File: src/rtl/count_signals_pkg.sv
// count_signals_pkg
//  Shared types and helpers for the count_signals_arbiter block.
//  - state_t  : arbiter FSM states
//  - POPCNT_W : width of a 4-input popcount result (0..4)
//  - sat_add  : saturating add, clamped to an acc_w-bit maximum
package count_signals_pkg;

    typedef enum logic [1:0] {
        IDLE  = 2'd0,
        ACCUM = 2'd1,
        DONE  = 2'd2
    } state_t;

    localparam int POPCNT_W = 3;

    // The sum is formed one bit wider than the operands so an overflow past
    // the acc_w-bit maximum is always visible before clamping.
    function automatic logic [31:0] sat_add(
        input logic [31:0] acc,
        input logic [31:0] inc,
        input int unsigned acc_w
    );
        logic [32:0] sum;
        logic [32:0] max_val;
        sum     = {1'b0, acc} + {1'b0, inc};
        max_val = (33'd1 << acc_w) - 33'd1;
        return (sum > max_val) ? max_val[31:0] : sum[31:0];
    endfunction

endpackage

File: src/rtl/count_signals_arbiter_popcount4.sv
// popcount4
//  Purely combinational count of set bits in a 4-bit word.
//  Ports:
//   bits  in  [3:0]           word to count
//   count out [POPCNT_W-1:0]  number of ones (0..4)
module popcount4
    import count_signals_pkg::*;
(
    input  logic [3:0]          bits,
    output logic [POPCNT_W-1:0] count
);

    assign count = POPCNT_W'(bits[0]) + POPCNT_W'(bits[1])
                 + POPCNT_W'(bits[2]) + POPCNT_W'(bits[3]);

endmodule

File: src/rtl/count_signals_arbiter.sv
// count_signals_arbiter
//  Round-robin arbiter sharing one popcount4 datapath among N_REQ requesters.
//  A granted requester streams 4-bit beats until 'last'; the popcounts of all
//  beats are summed (saturating) into one packet total, returned with the
//  owner's id over a registered valid/ready result port.
//  Ports:
//   clk, rst_n    clock, asynchronous active-low reset
//   req[N_REQ]    per-requester beat valid
//   last[N_REQ]   per-requester final-beat flag (qualified by req)
//   data[4*N_REQ] per-requester beat, requester i at [4i+3:4i]
//   gnt[N_REQ]    one-hot grant, doubles as beat ready
//   result        saturated packet total
//   result_id     requester that owns result
//   result_valid  result/result_id valid
//   result_ready  consumer accepts result
//   busy          high whenever the FSM is not IDLE
module count_signals_arbiter
    import count_signals_pkg::*;
#(
    parameter  int N_REQ = 4,
    parameter  int ACC_W = 8,
    localparam int ID_W  = $clog2(N_REQ)
) (
    input  logic               clk,
    input  logic               rst_n,
    input  logic [N_REQ-1:0]   req,
    input  logic [N_REQ-1:0]   last,
    input  logic [4*N_REQ-1:0] data,
    output logic [N_REQ-1:0]   gnt,
    output logic [ACC_W-1:0]   result,
    output logic [ID_W-1:0]    result_id,
    output logic               result_valid,
    input  logic               result_ready,
    output logic               busy
);

    state_t              state_reg, state_next;
    logic [N_REQ-1:0]    gnt_reg, gnt_next;
    logic [ID_W-1:0]     idx_reg, idx_next;
    logic [ACC_W-1:0]    acc_reg, acc_next;
    logic [ACC_W-1:0]    result_reg, result_next;
    logic [ID_W-1:0]     result_id_reg, result_id_next;
    logic                result_valid_reg, result_valid_next;
    logic [ID_W-1:0]     rr_ptr_reg, rr_ptr_next;

    // Split the flat data bus into lanes so the shared datapath can be fed
    // by a plain index mux on the registered grant index.
    logic [3:0] lanes [N_REQ];
    generate
        for (genvar gi = 0; gi < N_REQ; gi++) begin : g_lane
            assign lanes[gi] = data[4*gi +: 4];
        end
    endgenerate

    logic [3:0]          beat_data;
    logic [POPCNT_W-1:0] pop_count;
    logic [ACC_W-1:0]    sum_sat;

    assign beat_data = lanes[idx_reg];

    popcount4 u_popcount4 (
        .bits  (beat_data),
        .count (pop_count)
    );

    assign sum_sat = ACC_W'(sat_add(32'(acc_reg), 32'(pop_count), ACC_W));

    // Round-robin pick: first requester with req set, scanning upward from
    // rr_ptr+1 with wrap, so the previous owner has lowest priority.
    logic            pick_found;
    logic [ID_W-1:0] pick_idx;

    always_comb begin
        pick_found = 1'b0;
        pick_idx   = '0;
        for (int k = 1; k <= N_REQ; k++) begin
            if (!pick_found && req[(int'(rr_ptr_reg) + k) % N_REQ]) begin
                pick_found = 1'b1;
                pick_idx   = ID_W'((int'(rr_ptr_reg) + k) % N_REQ);
            end
        end
    end

    always_comb begin
        state_next        = state_reg;
        gnt_next          = gnt_reg;
        idx_next          = idx_reg;
        acc_next          = acc_reg;
        result_next       = result_reg;
        result_id_next    = result_id_reg;
        result_valid_next = result_valid_reg;
        rr_ptr_next       = rr_ptr_reg;
        case (state_reg)
            IDLE: begin
                if (pick_found) begin
                    gnt_next   = N_REQ'(1) << pick_idx;
                    idx_next   = pick_idx;
                    acc_next   = '0;
                    state_next = ACCUM;
                end
            end
            ACCUM: begin
                // Only the granted lane is looked at; req low is a stall.
                if (req[idx_reg]) begin
                    acc_next = sum_sat;
                    if (last[idx_reg]) begin
                        result_next       = sum_sat;
                        result_id_next    = idx_reg;
                        gnt_next          = '0;
                        result_valid_next = 1'b1;
                        state_next        = DONE;
                    end
                end
            end
            DONE: begin
                if (result_ready) begin
                    result_valid_next = 1'b0;
                    rr_ptr_next       = result_id_reg;
                    state_next        = IDLE;
                end
            end
            default: state_next = IDLE;
        endcase
    end

    always_ff @(posedge clk or negedge rst_n) begin
        if (!rst_n) begin
            state_reg        <= IDLE;
            gnt_reg          <= '0;
            idx_reg          <= '0;
            acc_reg          <= '0;
            result_reg       <= '0;
            result_id_reg    <= '0;
            result_valid_reg <= 1'b0;
            rr_ptr_reg       <= ID_W'(N_REQ - 1);
        end else begin
            state_reg        <= state_next;
            gnt_reg          <= gnt_next;
            idx_reg          <= idx_next;
            acc_reg          <= acc_next;
            result_reg       <= result_next;
            result_id_reg    <= result_id_next;
            result_valid_reg <= result_valid_next;
            rr_ptr_reg       <= rr_ptr_next;
        end
    end

    assign gnt          = gnt_reg;
    assign result       = result_reg;
    assign result_id    = result_id_reg;
    assign result_valid = result_valid_reg;
    assign busy         = (state_reg != IDLE);

endmodule

File: config.mk
export PLATFORM = sky130hd
export DESIGN_NAME = count_signals_arbiter
export DESIGN_NICKNAME = d
export VERILOG_FILES = /design/src/rtl/count_signals_pkg.sv /design/src/rtl/count_signals_arbiter_popcount4.sv /design/src/rtl/count_signals_arbiter.sv
export SDC_FILE = /design/constraint.sdc
export NUM_CORES = 1
export LEC_CHECK = 0
export ABC_CLOCK_PERIOD_IN_PS = 4000
export BUFFER_PORTS_ARGS = -buffer_cell sky130_fd_sc_hd__buf_4
export CAP_MARGIN = 5
export CORE_AREA = 2 2 51 77
export DETAILED_ROUTE_END_ITERATION = 7
export DIE_AREA = 0 0 53 79
export PLACE_DENSITY = 0.83
export REMOVE_ABC_BUFFERS = 1
export SETUP_SLACK_MARGIN = 0.15
export SYNTH_ARGS = -nofsm -noshare
export SYNTH_HDL_FRONTEND = slang
export SYNTH_SLANG_ARGS = --single-unit
File: constraint.sdc
create_clock -name clk -period 4 [get_ports clk]
set_input_delay 0 -clock clk [delete_from_list [all_inputs] [get_ports clk]]
set_output_delay 0 -clock clk [all_outputs]
set_load 0.05 [all_outputs]
-- After elaboration in Yosys (flattened, before gate mapping)
Index checks and enable logic that the tools add are counted.
- ROM bits: 0
- latch bits: 0
- memories kept: 0
- RAM bits: 0
- bits in registers: 29
- input port bits: 27
- word-level logic and storage cells: 100
- magnitude comparators: 7
- reductions and logical operators: 21
- bitwise logic cells: 5
- div/mod/pow operators: 0
- shift operators: 1
- equality and inequality tests: 6
- multipliers: 0
- add/sub/neg operators: 8
- muxes and demuxes: 44
- operator list (cell ; count):
    8-bit 2-to-1 mux ; 3
    4-bit 2-to-1 mux ; 5
    1-bit 2-to-1 mux ; 17
    3-bit by 4-bit less-than comparator with 1-bit output (second input constant) ; 4
    2-bit 2-to-1 mux ; 8
    8-bit case mux with 2 select lines ; 1
    1-bit binary-select mux with 2-bit select ; 6
    4-bit AND reduction ; 3
    8-bit by 3-bit adder with 9-bit output ; 1
    9-bit by 8-bit > comparator with 1-bit output (second input constant) ; 1
    4-bit binary-select mux with 2-bit select ; 1
    2-bit != test (second input constant) ; 4
    4-bit case mux with 2 select lines ; 1
    2-bit OR reduction ; 4
    3-bit by 1-bit adder with 3-bit output ; 2
    2-bit case mux with 3 select lines ; 1
    3-bit AND reduction ; 2
    2-bit nonzero test ; 3
    2-bit by 1-bit adder with 2-bit output (second input constant) ; 2
    2-bit adder (second input constant) ; 2
    1-bit bitwise AND (first input constant) ; 4
    2-bit AND reduction ; 2
    1-bit by 2-bit left shift with 4-bit output (first input constant) ; 1
    3-bit >= comparator (second input constant) ; 1
    other kinds (9) ; 13

-- Longest topological paths before layout
- depth in word-level cells: 19
- gate-level depth with buffers: 13
- gate-level depth less buffers: 12

-- Cells and area by module
From an unflattened synthesis, not the netlist that was laid out.
- cell total of the unflattened synthesis: 167
- area total of the unflattened synthesis: 1714.1 um^2
- by module, submodules not included (module ; seq. area each (um^2) ; instances ; area an instance (um^2) ; cells an instance):
    count_signals_arbiter ; 728.2 ; 1 ; 1650.3 ; 159
    popcount4 ; 0.0 ; 1 ; 63.8 ; 8

-- Worst setup path before layout
OpenSTA, ideal clock, no wires.
- path kind: register to register
- start: register idx_reg[0]
- end: register result_reg[6], in the netlist result[6]
- arrival time: 3.461 ns
- cell stages (with the launch flop): 14
- path slack: 0.415 ns
- clock period less this slack: 3.585 ns
- buffers on the path: 1
- required time: 3.875 ns
- path through: dfrtp_1 -> buf_2 -> mux4_1 -> ha_1 -> inv_1 -> fa_1 -> inv_1 -> ha_1 -> inv_1 -> fa_1 -> nor2b_1 -> o21a_1 -> mux2_2 -> mux2_2
- longest elaborated chain between the ends: 10
- ends and longest elaborated chain (item ; line ; text):
    start, declared ; count_signals_arbiter.sv:39 ; logic [ID_W-1:0] idx_reg, idx_next;
    start signal, assigned ; count_signals_arbiter.sv:139 ; idx_reg <= idx_next;
    2-bit NOT with 3-bit output (not written as such) ; count_signals_arbiter.sv:59 ; assign beat_data = lanes[idx_reg];
    4-bit binary-select mux with 2-bit select ; count_signals_arbiter.sv:59 ;
    4-bit 2-to-1 mux (not written as such) (2 in a row) ; count_signals_arbiter.sv:59 ;
    1-bit by 1-bit adder with 2-bit output ; count_signals_arbiter_popcount4.sv:13 ; assign count = POPCNT_W'(bits[0]) + POPCNT_W'(bits[1])
    3-bit by 1-bit adder with 3-bit output (2 in a row) ; count_signals_arbiter_popcount4.sv:14 ; + POPCNT_W'(bits[2]) + POPCNT_W'(bits[3]);
    8-bit by 3-bit adder with 9-bit output ; count_signals_pkg.sv:25 ; sum = {1'b0, acc} + {1'b0, inc};
    9-bit by 8-bit > comparator with 1-bit output ; count_signals_pkg.sv:27 ; return (sum > max_val) ? max_val[31:0] : sum[31:0];
    8-bit 2-to-1 mux ; count_signals_pkg.sv:27 ;
    end signal, assigned ; count_signals_arbiter.sv:141 ; result_reg <= result_next;
    end, declared ; count_signals_arbiter.sv:41 ; logic [ACC_W-1:0] result_reg, result_next;
Several ways; a longest one is shown, not always the timed one. The select of a mux whose other input is x is not followed.
A chain may end at the register's enable or synchronous reset.

-- Final worst setup path
Ends and elaborated chain as after synthesis.

==> results.yml <==
final_layout:
  final_net_count: 246
  area_growth_pct: 26.4
  fin_cells: 256
  diodes: 0
  drive_gt1_frac: 0.343
cts:
  cts_tree: "built"
  cts_resized: 0
  cts_setup_buffers: 0
  cts-hold-fix-buffers: 2
  numCtsBuffers: 5
  htreeDepth: 2
  cts_sinks: 29
  clk_pin_slew_ns: 0.06
  clk_path_buf_depth: 2
  clk_latency_ns: 0.28
  root_buffer: "clkbuf_8"
logic_synthesis:
  async_reset_ff_frac: 1.00
  synth-edff-count: 0
  synth_cell_types: 49
  ys.flop_type: "dfrtp_1"
  synth_area_per_cell_sq_um: 10.9
  yosysMostFrequentCell: "dfrtp_1"
  synth_top_cell_by_area: "dfrtp_1"
  ys_ff_latch: 29
  yosysWarningCount: 0
  netlist.area_leader.share: 0.376
  synth_cells: 165
  syn_area_sq_um: 1800
  synth_area_leaders: "dfrtp_1, mux4_1, mux2_2"
  synth_common_cells: "dfrtp_1, nand2_1, a21oi_1, inv_1, o21ai_0"
  seq_area_frac_synth: 0.405
floorplanning:
  placementRows: 27
  core_sq_um: 3550
  die_h_um: 79
  initial_utilization: 0.507
  dieWidth_um: 53
  die-area_sq_um: 4190
  top_level_ports: 43
setup_path:
  worst_setup_path_start_kind: "flip-flop"
  crit_fanout: 4
  cpPeakStageDelay_ns: 0.57
  slowest_stage: "mux4_1"
  path_common_cell: "inv_1"
  critical_path_arrival_ns: 3.73
  crit_type: "flip-flop to flip-flop"
  worstPathCellList: "mux4_1 > ha_1 > inv_1 > fa_1 > inv_1 > ha_1 > inv_1 > fa_1 > nor2b_1 > o21a_1 > mux2_2 > mux2_2"
  worstPathRequired_ns: 4.17
  endpoint_kind: "flip-flop"
min_path:
  hold_class: "input port to async pin"
timing:
  fin_crit_sh: 0.890
  worst-slew-pin-transition_ns: 0.476
  max_freq_mhz: 281
  fin_ws_ns: 0.442
  maxSlewViolCount: 0
  hold_viol: 0
  whs_ns: 0.169
  fin_skew_ns: 0.00533
  setup_tns_ns: 0
  rsz0062_at_grt: "no"
  fin_crit_ns: 3.56
  max_slew_margin: 0.682
  setup_viol: 0
outcome:
  status: "complete, no violations"
place:
  placement.setup.worst_slack_ns: 0.446
  dp_hpwl_um: 2980
  place.port_buffers: 42
  gp_congestion: 0.854
  dpl.cell_count: 246
power_and_ir_drop:
  seqPwrFrac: 0.249
  p_leak_nw: 1.08
  ir_worst_vdd_uv: 646
  power.share.clock: 0.158
  switching_power_mw: 0.893
  swShare: 0.453
  p_int_mw: 1.08
  comb_power_share: 0.593
  power.density_nw_per_um2: 867
detailed_routing:
  vias: 1498
  drt_first_pass_iters: 4
  routed_wl_um: 3910
  drc: 0
  viasPerCell: 5.85
  postRouteAntennaNets: 0
  wl_per_cell_um: 15.3
  drt_iter0_markers: 30
global_route:
  grt_usage: 0.218
  grt_pass1_vias: 1511
  overflow: 0
  grt_start_max_net_pins: 30
  antenna_found_initial: 0
  grt_pass1_wl_um: 6720
job:
  max-cap-violations: 0
[layout by cell type (no fill, tap or decap), types with 2 or more instances in the layout]
cell type,instances
a211oi_1,2
a21o_1,2
a21oi_1,12
a22o_2,2
a31oi_1,5
and2_1,4
buf_4,44
clkbuf_8,6
dfrtp_1,27
dfstp_2,2
dlygate4sd3_1,2
fa_1,2
ha_1,5
inv_1,10
mux2_2,6
mux2_4,4
mux4_1,4
nand2_1,15
nand2b_1,5
nand3_1,2
nor2_1,4
nor2b_1,2
nor3_1,5
o21a_1,2
o21ai_0,7
o31ai_1,2
o32ai_1,4
xnor2_1,3
[worst max-delay path, delay by kind of cell, from the launching register on]
family / cells / cell delay, ns
adders and majority gates: 4 / 1.27
muxes: 3 / 1.15
DFF: 1 / 0.38
and+or+nand+nor: 1 / 0.27
AOI/OAI and AO/OA: 1 / 0.18
buffers and inverters: 3 / 0.21
[final timing paths]
path | from | to | slack [ns] | cells after the start
hold / removal | rst_n | gnt[2]$_DFFE_PN0P_ | 0.17 | 2
max in group asynchronous | rst_n | rr_ptr_reg[1]$_DFFE_PN1P_ | 3.51 | 2
hold reg to reg | result_valid$_DFFE_PN0P_ | result_valid$_DFFE_PN0P_ | 0.48 | 2
setup / recovery | idx_reg[0]$_DFFE_PN0P_ | result[6]$_DFFE_PN0P_ | 0.44 | 12
setup reg to reg | idx_reg[0]$_DFFE_PN0P_ | result[6]$_DFFE_PN0P_ | 0.44 | 12
min in group clk | req[2] | state_reg[0]$_DFFE_PN0P_ | 0.21 | 4
[area by class of cell]
cell class                      instances  area [sq um]
Inverter                               11          41.3
Sequential cell                        29           728
Multi-Input combinational cell        119           983
Tap cell                               43          53.8
Fill cell                             306          1270
Timing Repair Buffer                   46           350
Clock buffer                            7          86.3
Clock inverter                          1          30.0
[layer usage]
layer | wire [um] | share of wire | global-route usage
met4 | 108 | 0.028 | 0.103
met3 | 158 | 0.040 | 0.0451
met2 | 2140 | 0.55 | 0.389
met5 | 0 | 0 | 0
met1 | 1500 | 0.38 | 0.237
[power by group through the flow]
stage | combinational (mW) | sequential, mW | clock, mW
2_1_floorplan | 0.642 | 0.698 | 0
3_3_place_gp | 1.14 | 0.491 | 0
3_5_place_dp | 1.17 | 0.496 | 0
4_1_cts | 1.18 | 0.492 | 0.317
5_1_grt | 1.28 | 0.506 | 0.331
6_report | 1.17 | 0.491 | 0.311
[cell families (layout without fill, tap and decap cells)]
kind of cell	count (synthesis)	count (layout)	share of synthesized area
compound gates	44	44	0.175
simple gates	48	48	0.148
fa+ha+maj	7	7	0.0571
mux	16	16	0.148
flops	29	29	0.405
buf+inv	17	65	0.0480
xor+xnor	4	4	0.0195
[metrics by stage]
stage | util | power [mW] | cell area (sq um)
after detailed placement | 0.602 | 1.67 | 2140
after floorplan | - | 1.34 | 1750
final | 0.641 | 1.97 | 2270
after global routing | 0.641 | 2.12 | 2270
after global placement | 0.602 | 1.63 | 2140
after CTS | 0.641 | 1.99 | 2270
Note: power is estimated with default switching activity, not from simulation.
